$ cat config.mk
export PLATFORM = sky130hd
export DESIGN_NAME = cache_be_mem_arbiter
export DESIGN_NICKNAME = d
export VERILOG_FILES = /design/src/rtl/cache_be_mem_arbiter_pkg.sv /design/src/rtl/cache_be_mem_arbiter_rr_priority_pick.sv /design/src/rtl/cache_be_mem_arbiter.sv
export SDC_FILE = /design/constraint.sdc
export NUM_CORES = 1
export LEC_CHECK = 0
export CORE_AREA = 10 10 100 102
export CTS_CLUSTER_DIAMETER = 40
export CTS_CLUSTER_SIZE = 20
export DETAILED_ROUTE_END_ITERATION = 10
export DIE_AREA = 0 0 110 112
export DONT_BUFFER_PORTS = 1
export PLACE_DENSITY_LB_ADDON = 0.15
export SYNTH_ARGS = -nofsm -noshare
export SYNTH_HDL_FRONTEND = slang
export SYNTH_SLANG_ARGS = --single-unit
export TNS_END_PERCENT = 100
$ cat constraint.sdc
create_clock -name clk -period 1.2 [get_ports clk]
set_clock_uncertainty 0.05 [all_clocks]
set_input_delay 0.12 -clock clk [delete_from_list [all_inputs] [get_ports clk]]
set_output_delay 0.12 -clock clk [all_outputs]
set_load 0.02 [all_outputs]
$ cat src/rtl/cache_be_mem_arbiter_pkg.sv
// Shared types for the cache back-end memory arbiter.
// Holds the arbiter state encoding used by the top-level FSM.
package cache_be_mem_arbiter_pkg;

  typedef enum logic {
    ARB_IDLE = 1'b0,
    ARB_BUSY = 1'b1
  } arb_state_e;

endpackage

$ cat src/rtl/cache_be_mem_arbiter_rr_priority_pick.sv
// Round-robin picker: first set request after index 'last', wrapping modulo N_REQ.
// Rotates the request vector, priority-encodes the lowest bit, then unrotates the index.
module rr_priority_pick #(
  parameter int N_REQ = 2,
  parameter int IDX_W = $clog2(N_REQ)
) (
  input  logic [N_REQ-1:0] req,
  input  logic [IDX_W-1:0] last,
  output logic             any,
  output logic [IDX_W-1:0] idx
);

  int               base;
  logic [N_REQ-1:0] req_rot;
  logic [IDX_W-1:0] first_rot;

  assign any = |req;

  // NOTE: every variable gets a value before any condition so no latch is inferred.
  always_comb begin
    base      = (int'(last) + 1) % N_REQ;
    req_rot   = '0;
    first_rot = '0;
    for (int k = 0; k < N_REQ; k++) begin
      req_rot[k] = req[IDX_W'((base + k) % N_REQ)];
    end
    for (int k = N_REQ - 1; k >= 0; k--) begin
      if (req_rot[k]) first_rot = IDX_W'(k);
    end
    idx = IDX_W'((int'(first_rot) + base) % N_REQ);
  end

endmodule

$ cat src/rtl/cache_be_mem_arbiter.sv
// Round-robin arbiter sharing one back-end memory port between N_REQ native masters.
// A grant is held while the winner keeps valid high, so multi-beat fills run unbroken.
module cache_be_mem_arbiter
  import cache_be_mem_arbiter_pkg::*;
#(
  parameter int N_REQ  = 2,
  parameter int ADDR_W = 32,
  parameter int DATA_W = 32,
  parameter int NBYTES = DATA_W / 8
) (
  input  logic                     clk,
  input  logic                     reset,
  input  logic [N_REQ-1:0]         s_valid,
  input  logic [N_REQ*ADDR_W-1:0]  s_addr,
  input  logic [N_REQ*DATA_W-1:0]  s_wdata,
  input  logic [N_REQ*NBYTES-1:0]  s_wstrb,
  output logic [N_REQ-1:0]         s_ready,
  output logic [DATA_W-1:0]        s_rdata,
  output logic                     mem_valid,
  output logic [ADDR_W-1:0]        mem_addr,
  output logic [DATA_W-1:0]        mem_wdata,
  output logic [NBYTES-1:0]        mem_wstrb,
  input  logic                     mem_ready,
  input  logic [DATA_W-1:0]        mem_rdata,
  output logic [N_REQ-1:0]         grant,
  output logic                     busy
);

  localparam int IDX_W = $clog2(N_REQ);

  arb_state_e       state_q, state_d;
  logic [N_REQ-1:0] grant_q, grant_d;
  logic [IDX_W-1:0] last_q, last_d;
  logic [IDX_W-1:0] pick_idx;
  logic             pick_any;
  logic             g_valid;

  rr_priority_pick #(
    .N_REQ (N_REQ),
    .IDX_W (IDX_W)
  ) u_pick (
    .req  (s_valid),
    .last (last_q),
    .any  (pick_any),
    .idx  (pick_idx)
  );

  // NOTE: sequential state uses non-blocking assignments so all registers update together.
  always_ff @(posedge clk or posedge reset) begin
    if (reset) begin
      state_q <= ARB_IDLE;
      grant_q <= '0;
      last_q  <= IDX_W'(N_REQ - 1);
    end else begin
      state_q <= state_d;
      grant_q <= grant_d;
      last_q  <= last_d;
    end
  end

  assign g_valid = |(s_valid & grant_q);

  always_comb begin
    state_d = state_q;
    grant_d = grant_q;
    last_d  = last_q;
    unique case (state_q)
      ARB_IDLE: begin
        if (pick_any) begin
          grant_d = N_REQ'(1) << pick_idx;
          last_d  = pick_idx;
          state_d = ARB_BUSY;
        end
      end
      ARB_BUSY: begin
        // Dropping valid always releases, even mid-transfer; arbitration restarts next cycle.
        if (!g_valid) begin
          grant_d = '0;
          state_d = ARB_IDLE;
        end
      end
      default: state_d = ARB_IDLE;
    endcase
  end

  assign busy      = (state_q == ARB_BUSY);
  assign grant     = grant_q;
  assign mem_valid = busy & g_valid;
  assign s_rdata   = mem_rdata;

  logic [N_REQ-1:0][ADDR_W-1:0] addr_m;
  logic [N_REQ-1:0][DATA_W-1:0] wdata_m;
  logic [N_REQ-1:0][NBYTES-1:0] wstrb_m;

  // Grant is one-hot or zero, so an AND-OR mux yields zero fields whenever idle.
  for (genvar i = 0; i < N_REQ; i++) begin : g_req
    assign addr_m[i]  = grant_q[i] ? s_addr[i*ADDR_W +: ADDR_W]   : '0;
    assign wdata_m[i] = grant_q[i] ? s_wdata[i*DATA_W +: DATA_W]  : '0;
    assign wstrb_m[i] = grant_q[i] ? s_wstrb[i*NBYTES +: NBYTES]  : '0;
    assign s_ready[i] = grant_q[i] & mem_valid & mem_ready;
  end

  always_comb begin
    mem_addr  = '0;
    mem_wdata = '0;
    mem_wstrb = '0;
    for (int i = 0; i < N_REQ; i++) begin
      mem_addr  = mem_addr  | addr_m[i];
      mem_wdata = mem_wdata | wdata_m[i];
      mem_wstrb = mem_wstrb | wstrb_m[i];
    end
  end

endmodule

==> impl_metrics.toml <==
[sta]
hold_viol_final = 0
timing.final.crit_share = 1.17
rsz0062_at_grt = "yes"
fmax_ghz = 0.714
setup_viol = 72
hold-worst-slack_ps = 50.8
relSlewSlack = 0.827
setup_ws_ps = -200
tightest_slew_ps = 259
slew_viol_final = 0
layout_min_cycle_time_ps = 1400
tns_ps = -11450

[detailed_routing]
met1_length_um = 2020
route.met2.wl_um = 3710
wl_met3_um = 972
viasPerCell = 5.40
ant_nets = 0
dr.pass1.iters = 4
top_layer = "met4"
drt_iter0_markers = 48
drc_errors = 0
vias = 1160
wirelength_um = 6860
wire_per_inst_um = 31.9

[setup_path]
slowest_delay_ps = 470
critical_path_class = "reg2out"
start_kind = "flip-flop"
critPathCaptureType = "output port"
crit_fanout = 21
crit_slowest_cell = "dfrtp_2"
critPathTopFamily = "flip-flops"
cp_num_buf_inv = 2
cp.arrival_ps = 1230
critical_path_required_ps = 1030
path_cells = "buf_12 -> a22o_1 -> buf_6"

[die]
fp.dieH_um = 112
dieArea_um2 = 12300
die_x_um = 110
initial_core_util = 0.150
rows = 33
core_um2 = 8050
pin_count = 279

[cts]
cts.sinks = 4
cts_htree_levels = 1
cts_buffers = 3
clk_latency_ps = 220
cts_root_buffer = "clkbuf_8"
cts_buffer_depth = 2
tritoncts = "yes"
path_clk_slew_ps = 30

[global_routing]
grt-ovfl-total = 0
grt_pass1_vias = 1273
grt_max_degree = 42
grtUsageTotal = 0.0909
grt_antenna_before_repair = 0
grt_pass1_wl_um = 8690

[logic_synthesis]
synth_area_per_cell_um2 = 8.55
syn_area_um2 = 1210
yosys-top-cells-count = "68 x a22o_1, 38 x buf_4, 10 x buf_6"
async_flop_share = 1.00
seq_area_frac_synth = 0.0840
synth_edf_count = 0
synth_cell_types = 19
yosysWarnings = 0
yosysTopAreaCell = "a22o_1"
ys_seq_elements = 4
synthFlopType = "dfrtp_1"
synth.top_cell.area_share = 0.494
syn_inst = 141
synth_top_cells_by_area = "a22o_1 49%, buf_4 24%, buf_6 9.3%"
yosysMostFrequentCell = "a22o_1"
syn_nets = 314

[placement]
placed_cell_area_um2 = 1050
gp_congestion = 0.753
io_buffers = 0

[power]
power.switching_uw = 2800
clockPowerShare = 0.061
internal_power_uw = 2210
peakVddDrop_mv = 1.18
swShare = 0.559
p_per_area_nw_per_um2 = 3240
combPwrFrac = 0.872
p_leak_uw = 0.000644
seqPwrFrac = 0.066

[layout]
syn2layout_area_growth_pct = 28.0
final_cell_area_um2 = 1540
fillers = 875
drive_gt1_frac = 0.818
n_antenna_cell = 0
finalNetCount = 284

[run]
cap_viol_max_count = 0

[min_path]
hold_path_class = "in2reg"

[status]
failed_checks = "negative setup slack"
status = "finished, violations left"
## placed cells by master (no fill, tap or decap)
| master | Yosys | final |
|---|---|---|
| clkbuf_16 | 0 | 1 |
| a21oi_1 | 2 | 1 |
| nor2_4 | 0 | 1 |
| nor2_1 | 4 | 2 |
| dfrtp_2 | 0 | 2 |
| nand2_1 | 2 | 2 |
| dfstp_2 | 1 | 1 |
| dfrtp_1 | 3 | 1 |
| a21boi_1 | 1 | 1 |
| dlygate4sd3_1 | 0 | 2 |
| o22ai_1 | 2 | 2 |
| xor2_1 | 1 | 1 |
| o31ai_2 | 0 | 1 |
| a22o_4 | 0 | 34 |
| buf_12 | 0 | 4 |
| o21ai_1 | 1 | 2 |
| a21oi_4 | 0 | 1 |
| a22oi_2 | 0 | 1 |
| buf_4 | 38 | 6 |
| a22o_2 | 0 | 31 |
| nor2_2 | 0 | 1 |
| a22o_1 | 68 | 3 |
| nor2b_4 | 0 | 1 |
| clkbuf_1 | 0 | 1 |
| nand3_2 | 0 | 1 |
| nand3_1 | 2 | 1 |
| clkbuf_8 | 0 | 3 |
| inv_1 | 1 | 1 |
| buf_6 | 10 | 1 |
## final cells by class
cell class,count,area [µm²],area share
Multi-Input combinational cell,87,1080,0.699
Timing Repair Buffer,14,181,0.118
Tap cell,105,131,0.0851
Sequential cell,4,104,0.0673
Clock buffer,4,45.0,0.0292
Inverter,1,3.75,0.00243
## worst reg2reg max path, delay by kind of cell, from the launching register on
kind,cells,cell delay [ps]
DFF,1,470
AOI/OAI and AO/OA,2,350
buffers and inverters,1,180
## state kept, by name, summed over array words and instances, names as in the netlist
| signal | flops |
|---|---|
| last_q | 1 |
| busy | 1 |
| grant | 2 |
## timing repair
action                     CTS  global route
setup buffers                3             0
setup endpoints to repair   72            73
hold buffers                 2             0
hold endpoints to repair     5             0
gates cloned                 0             1
gates resized for setup     98             9
pin swaps                    2             1
## path summary, 6_finish.rpt
check	start	to	slack, ps	cells past startpoint
worst max-delay path	grant[0]	mem_addr[10]	-200	3
worst min-delay path	s_valid[1]	busy	50	2
worst max register to register	grant[0]	grant[1]	30	3
worst min register to register	last_q	last_q	470	1
max in group asynchronous	reset	last_q	640	2
min in group asynchronous	reset	grant[1]	220	2
## power by group through the flow
stage | registers, µW | clock network [µW] | logic [µW]
finish | 331 | 308 | 4370
global route | 347 | 327 | 4630
CTS | 318 | 313 | 4220
detailed placement | 334 | 0 | 3440
global placement | 327 | 0 | 3440
floorplan | 312 | 0 | 3250
## per-stage QoR
step | setup slack, ps | power, µW | std cells | utilization
floorplan | 1.51 | 3560 | 141 | -
global placement | 18.4 | 3760 | 205 | 0.131
detailed placement | -11.7 | 3770 | 205 | 0.131
CTS | -200 | 4850 | 214 | 0.182
global route | -243 | 5300 | 215 | 0.192
finish | -200 | 5010 | 215 | 0.192
## cells by family after synthesis
family                 after synthesis  share of synthesized area
AND/OR/NAND/NOR                      9                     0.0322
XOR/XNOR                             1                    0.00726
AO/OA/AOI/OAI                       77                      0.539
flip-flops                           4                     0.0840
buffers and inverters               50                      0.337
## layer usage
layer,vias up,global-route usage
met5,-,0
met4,0,0.0347
met3,23,0.0381
met2,124,0.174
met1,540,0.0802
li1,473,-
No activity file was read; power rests on OpenSTA's default activity.
